--- src/rtl/div_if.sv ---
// ---------------------------------------------------------------------------
// div_if
// Request/response bundle between the execute-stage pipeline and div_unit.
//   start       pipeline -> div  divide request (level, held while stalled)
//   signed_div  pipeline -> div  1 = DIV (signed), 0 = DIVU
//   a, b        pipeline -> div  dividend / divisor
//   cancel      pipeline -> div  execute-stage flush, aborts the operation
//   result      div -> pipeline  {remainder, quotient}, feeds HI/LO
//   ready       div -> pipeline  one-cycle HI/LO write qualifier
//   stall       div -> pipeline  hold the pipeline while busy
// ---------------------------------------------------------------------------
interface div_if;
  logic        start;
  logic        signed_div;
  logic [31:0] a;
  logic [31:0] b;
  logic        cancel;
  logic [63:0] result;
  logic        ready;
  logic        stall;

  modport master (
    output start, signed_div, a, b, cancel,
    input  result, ready, stall
  );

  modport slave (
    input  start, signed_div, a, b, cancel,
    output result, ready, stall
  );
endinterface

--- src/rtl/div_unit.sv ---
// ---------------------------------------------------------------------------
// div_unit
// Iterative 32-bit signed/unsigned restoring divider for the MIPS execute
// stage. Produces {remainder, quotient} for the HI/LO register.
// Ports:
//   clk  system clock, rising edge
//   rst  asynchronous active-low reset
//   bus  div_if.slave: start/signed_div/a/b/cancel in; result/ready/stall out
// Latency: 33 cycles from acceptance to ready (1 cycle for divide by zero).
// ---------------------------------------------------------------------------
module div_unit (
  input  logic  clk,
  input  logic  rst,
  div_if.slave  bus
);

  typedef enum logic [1:0] {IDLE, BUSY, DONE} state_t;

  state_t      state, state_nxt;
  logic [4:0]  count;
  logic [63:0] prem;        // {partial remainder, dividend/quotient bits}
  logic [31:0] dvsr;        // divisor magnitude
  logic        neg_q;
  logic        neg_r;
  logic [63:0] result_q;

  logic        accept;
  logic [31:0] a_mag;
  logic [31:0] b_mag;
  logic [33:0] diff;
  logic        ge;
  logic [63:0] prem_nxt;
  logic [31:0] q_fin;
  logic [31:0] r_fin;

  assign accept = (state == IDLE) && bus.start && !bus.cancel;

  // Magnitudes are taken only in signed mode; DIVU uses the raw operands.
  assign a_mag = (bus.signed_div && bus.a[31]) ? -bus.a : bus.a;
  assign b_mag = (bus.signed_div && bus.b[31]) ? -bus.b : bus.b;

  // The remainder can be up to 2^32-2, so after the shift the trial value
  // needs 33 bits (prem[63:31]); one extra bit catches the borrow.
  assign diff     = {1'b0, prem[63:31]} - {2'b00, dvsr};
  assign ge       = !diff[33];
  assign prem_nxt = ge ? {diff[31:0], prem[30:0], 1'b1}
                       : {prem[62:0], 1'b0};

  // Sign correction: quotient negative when operand signs differ,
  // remainder follows the dividend. 0x80000000 / -1 wraps naturally.
  assign q_fin = neg_q ? -prem_nxt[31:0]  : prem_nxt[31:0];
  assign r_fin = neg_r ? -prem_nxt[63:32] : prem_nxt[63:32];

  // NOTE: sequential state uses non-blocking (<=) so every register samples
  // pre-edge values regardless of statement order.
  always_ff @(posedge clk or negedge rst) begin
    if (!rst) state <= IDLE;
    else      state <= state_nxt;
  end

  // NOTE: next-state gets its default first so no path leaves it unassigned
  // (which would infer a latch).
  always_comb begin
    state_nxt = state;
    unique case (state)
      IDLE:    if (accept) state_nxt = (bus.b == '0) ? DONE : BUSY;
      BUSY:    if (count == 5'd31) state_nxt = DONE;
      DONE:    state_nxt = IDLE;
      default: state_nxt = IDLE;
    endcase
    // Flush wins over everything.
    if (bus.cancel) state_nxt = IDLE;
  end

  always_ff @(posedge clk or negedge rst) begin
    if (!rst) begin
      count    <= '0;
      prem     <= '0;
      dvsr     <= '0;
      neg_q    <= 1'b0;
      neg_r    <= 1'b0;
      result_q <= '0;
    end else if (!bus.cancel) begin
      unique case (state)
        IDLE: begin
          if (bus.start) begin
            count <= '0;
            prem  <= {32'h0, a_mag};
            dvsr  <= b_mag;
            neg_q <= bus.signed_div & (bus.a[31] ^ bus.b[31]);
            neg_r <= bus.signed_div & bus.a[31];
            if (bus.b == '0) result_q <= {bus.a, 32'hFFFF_FFFF};
          end
        end
        BUSY: begin
          prem  <= prem_nxt;
          count <= count + 5'd1;
          if (count == 5'd31) result_q <= {r_fin, q_fin};
        end
        default: ;
      endcase
    end
  end

  assign bus.result = result_q;
  assign bus.ready  = (state == DONE);
  // Gated by rst so the pipeline is never held while the divider is in reset.
  assign bus.stall  = rst && (accept || (state == BUSY));

endmodule

--- src/flat_wrapper.sv ---
// flat-port wrapper written by rule: the top's interface ports become plain ports
module div_unit_flat 
  (clk, rst, bus_start, bus_signed_div, bus_a, bus_b, bus_cancel, bus_result, bus_ready, bus_stall);
  div_if bus_i ();
  input  logic clk;
  input  logic rst;
  input wire logic [$bits(bus_i.start)-1:0] bus_start;
  input wire logic [$bits(bus_i.signed_div)-1:0] bus_signed_div;
  input wire logic [$bits(bus_i.a)-1:0] bus_a;
  input wire logic [$bits(bus_i.b)-1:0] bus_b;
  input wire logic [$bits(bus_i.cancel)-1:0] bus_cancel;
  output wire logic [$bits(bus_i.result)-1:0] bus_result;
  output wire logic [$bits(bus_i.ready)-1:0] bus_ready;
  output wire logic [$bits(bus_i.stall)-1:0] bus_stall;
  assign bus_i.start = bus_start;
  assign bus_i.signed_div = bus_signed_div;
  assign bus_i.a = bus_a;
  assign bus_i.b = bus_b;
  assign bus_i.cancel = bus_cancel;
  assign bus_result = bus_i.result;
  assign bus_ready = bus_i.ready;
  assign bus_stall = bus_i.stall;
  div_unit u_core (.clk(clk), .rst(rst), .bus(bus_i));
endmodule
--- config.mk ---
export PLATFORM = sky130hd
export DESIGN_NAME = div_unit_flat
export DESIGN_NICKNAME = d
export VERILOG_FILES = /design/src/rtl/div_if.sv /design/src/rtl/div_unit.sv /design/src/flat_wrapper.sv
export SDC_FILE = /design/constraint.sdc
export NUM_CORES = 1
export LEC_CHECK = 0
export CORE_ASPECT_RATIO = 1.25
export CORE_MARGIN = 3
export CORE_UTILIZATION = 50
export CTS_CLUSTER_DIAMETER = 30
export DETAILED_ROUTE_END_ITERATION = 6
export PLACE_DENSITY = 0.75
export SLEW_MARGIN = 0
export SYNTH_ARGS = -nofsm -noshare
export SYNTH_HDL_FRONTEND = slang
export SYNTH_SLANG_ARGS = --single-unit
--- constraint.sdc ---
create_clock -name clk -period 4.87 [get_ports clk]
set_input_delay 0.974 -clock clk [delete_from_list [all_inputs] [get_ports clk]]
set_output_delay 0.974 -clock clk [all_outputs]
set_load 0.01 [all_outputs]
==> impl_metrics.env <==
export IMPL_status="finished, final reports clean"
export IMPL_cts_htree_levels=4
export IMPL_finalPower_mw=5.74
export IMPL_wl_per_cell_microns=17.2
export IMPL_max_slew_worst_pin_slew_ns=1.16
export IMPL_syn_to_final_growth_pct=18.5
export IMPL_path_buf_inv=0
export IMPL_routed_wl_microns=34500
export IMPL_synth_edf_count=0
export IMPL_via_per_inst=5.88
export IMPL_final_cell_mix="a21oi_1 (186), nor2_1 (180), nand2_1 (172), dfrtp_1 (169), o21ai_0 (148)"
export IMPL_ir_worst_vdd_mv=0.267
export IMPL_syn_avg_cell_area_sq_um=7.84
export IMPL_rsz0062_at_grt="false"
export IMPL_powerDensity_nw_per_um2=392
export IMPL_critPathRequiredTime_ns=5.24
export IMPL_yosysUniqueCellTypes=75
export IMPL_crit_fanout=9
export IMPL_crit_family="simple AND/OR/NAND/NOR gates"
export IMPL_drt_pass1_iter_count=5
export IMPL_synth_top_cell_by_area="dfrtp_1"
export IMPL_cts_tree="yes"
export IMPL_postSynthCellCount=1577
export IMPL_vias=11777
export IMPL_core_sq_um=24000
export IMPL_gp_congestion=0.943
export IMPL_grt_max_degree=91
export IMPL_cts_buffers=17
export IMPL_num_rows=63
export IMPL_ios=135
export IMPL_synth_top_area_frac=0.342
export IMPL_path_class="flop to flop"
export IMPL_grt_usage=0.255
export IMPL_cts_resized=0
export IMPL_overflow=0
export IMPL_swShare=0.371
export IMPL_total_leakage_power_nw=6.08
export IMPL_seq_area_frac_synth=0.342
export IMPL_seqPwrFrac=0.361
export IMPL_ff2ff_path_depth=18
export IMPL_clockBufferDepth=2
export IMPL_cts_sinks=169
export IMPL_die_x_microns=147
export IMPL_fin_crit_sh=0.947
export IMPL_pwr_share_clk=0.250
export IMPL_initial_core_util=0.514
export IMPL_drive_above_1_share=0.0543
export IMPL_port_buffers=134
export IMPL_setup_worst_path_start_class="flop"
export IMPL_arrival_ns=4.98
export IMPL_synth_ff_type="dfrtp_1"
export IMPL_final_common_cell="a21oi_1"
export IMPL_holdBufCountCts=0
export IMPL_slew_headroom=0.229
export IMPL_n_antenna_cell=0
export IMPL_drtIter0Drc=762
export IMPL_grt_pass1_wl_microns=55900
export IMPL_cts_post_setup_buffers_inserted=0
export IMPL_cp_slowest_cell="ha_1"
export IMPL_path_cells="ha_1 -> a21oi_2 -> and2_1 -> a2111o_1 -> and2_4 -> a211o_1 -> nand2_1 -> nand2_1 -> o21ai_0 -> ha_2 -> nand4_1 -> nor4_1 -> and4_1 -> a31oi_4 -> nand4bb_1 -> o31a_1 -> xor2_1 -> o21ai_1"
export IMPL_tns_ns=0
export IMPL_ant_nets=0
export IMPL_synth_area_sq_um=12400
export IMPL_ys_async_sr_fraction=1.00
export IMPL_yosys_warnings=0
export IMPL_cts_root_buf="clkbuf_16"
export IMPL_internal_power_mw=3.61
export IMPL_hold_violations=0
export IMPL_first_global_vias=11044
export IMPL_fmax_mhz=217
export IMPL_pre_cts_slack_ns=0.251
export IMPL_combinationalPowerShare=0.389
export IMPL_setup_viol=0
export IMPL_synth_nets=1685
export IMPL_clock_latency_ns=0.44
export IMPL_fin_crit_ns=4.61
export IMPL_antenna_found_initial=0
export IMPL_cp_end_kind="flop"
export IMPL_synthTopCellsByArea="dfrtp_1 (34%), a21oi_1 (7.5%), o21ai_0 (6.0%)"
export IMPL_cp_common_cell="nand2_1"
export IMPL_slew_viol_final=0
export IMPL_maxCapViolations=0
export IMPL_hold_class="primary input to asynchronous set/reset pin"
export IMPL_dieArea_sq_um=26700
export IMPL_critical_path_cell_count=18
export IMPL_drcViolationCount=0
export IMPL_die_h_microns=182
export IMPL_netSwitchingPower_mw=2.13
export IMPL_fin_nets=1773
export IMPL_cpPeakStageDelay_ns=0.46
export IMPL_fin_ws_ns=0.258
export IMPL_clk_pin_slew_worst_paths_ns=0.07
export IMPL_clock_skew_final_ns=0.0113
export IMPL_holdWs_ns=0.443
export IMPL_synth_ff_latch_count=169
export IMPL_place_hpwl_microns=26300
-- cell families after synthesis --
| kind of cell | Yosys count | synth area share |
|---|---|---|
| and+or+nand+nor | 548 | 0.206 |
| adders and majority gates | 39 | 0.0401 |
| muxes | 30 | 0.0248 |
| xor gates and xnor gates | 132 | 0.0935 |
| DFF | 169 | 0.342 |
| AOI/OAI and AO/OA | 505 | 0.245 |
| buffers and inverters | 154 | 0.0486 |
-- synthesized netlist by cell type (all sizes together), types with 4 or more instances --
cell type  count
a21oi        187
nor2         181
nand2        172
dfrtp        169
o21ai        151
clkbuf        79
xor2          69
xnor2         63
inv           57
ha            38
nor3          36
a31oi         30
mux2i         25
or3           24
o31ai         23
and3          22
a211oi        18
buf           18
nand3         18
nor4          14
o41ai         14
a21o          13
and2          13
nand4         12
nor2b         11
o21a          10
or4           10
nand2b         8
o211ai         7
a22o           6
and4           5
mux2           5
a211o          4
a21boi         4
a22oi          4
and3b          4
o21bai         4
or2            4
-- cell type report --
| class | instances | area, sq um |
|---|---|---|
| clock inverter | 12 | 155 |
| fill | 2178 | 9390 |
| inverter | 57 | 214 |
| sequential | 169 | 4230 |
| clock buffer | 19 | 453 |
| timing repair buffer | 166 | 1610 |
| tap | 325 | 407 |
| multi-input combinational | 1254 | 7580 |
-- layer usage --
layer,GRT usage,share of wire
met1,0.334,0.43
met2,0.433,0.48
met3,0.0354,0.058
met4,0.0870,0.026
met5,0,0
-- power groups by stage --
| stage | Sequential, mW | Clock (mW) | Combinational, mW |
|---|---|---|---|
| 2_1_floorplan | 2.09 | 0 | 1.29 |
| 3_3_place_gp | 2.08 | 0 | 2.18 |
| 3_5_place_dp | 2.10 | 0 | 2.21 |
| 4_1_cts | 2.07 | 1.45 | 2.22 |
| 5_1_grt | 2.12 | 1.50 | 2.47 |
| 6_report | 2.07 | 1.43 | 2.23 |
-- per-stage QoR --
stage               instances   util  area, sq um
floorplan                1577      -        12400
global placement         1971  0.583        14000
detailed placement       1971  0.583        14000
CTS                      2002  0.609        14600
global route             2002  0.609        14600
finish                   2002  0.609        14600
-- worst register-to-register path: stages (launching register included) --
cell       delay (ns)
dfrtp_1          0.44
ha_1             0.46
a21oi_2          0.13
and2_1           0.25
a2111o_1         0.45
and2_4           0.19
a211o_1          0.26
nand2_1          0.23
nand2_1          0.08
o21ai_0          0.17
ha_2             0.33
nand4_1          0.16
nor4_1           0.22
and4_1           0.28
a31oi_4          0.09
nand4bb_1        0.27
o31a_1           0.27
xor2_1           0.14
o21ai_1          0.12
-- state kept, by name (all words and copies together) (netlist names) --
register,flops
u_core.bus.result,64
u_core.count,5
u_core.dvsr,32
u_core.neg_q,1
u_core.neg_r,1
u_core.prem,64
u_core.state,2
-- worst paths after layout --
check | start | end | slack, ns
setup / recovery | u_core.prem[35]$_DFFE_PN0P_ | u_core.bus.result[60]$_DFFE_PN0P_ | 0.26
hold / removal | rst | u_core.bus.result[5]$_DFFE_PN0P_ | 0.44
setup reg to reg | u_core.prem[35]$_DFFE_PN0P_ | u_core.bus.result[60]$_DFFE_PN0P_ | 0.26
hold reg to reg | u_core.bus.result[38]$_DFFE_PN0P_ | u_core.bus.result[38]$_DFFE_PN0P_ | 0.49
max in group asynchronous | rst | u_core.prem[9]$_DFFE_PN0P_ | 2.94
min in group clk | u_core.bus.result[38]$_DFFE_PN0P_ | u_core.bus.result[38]$_DFFE_PN0P_ | 0.49
Power figures use the tool's default switching activity.
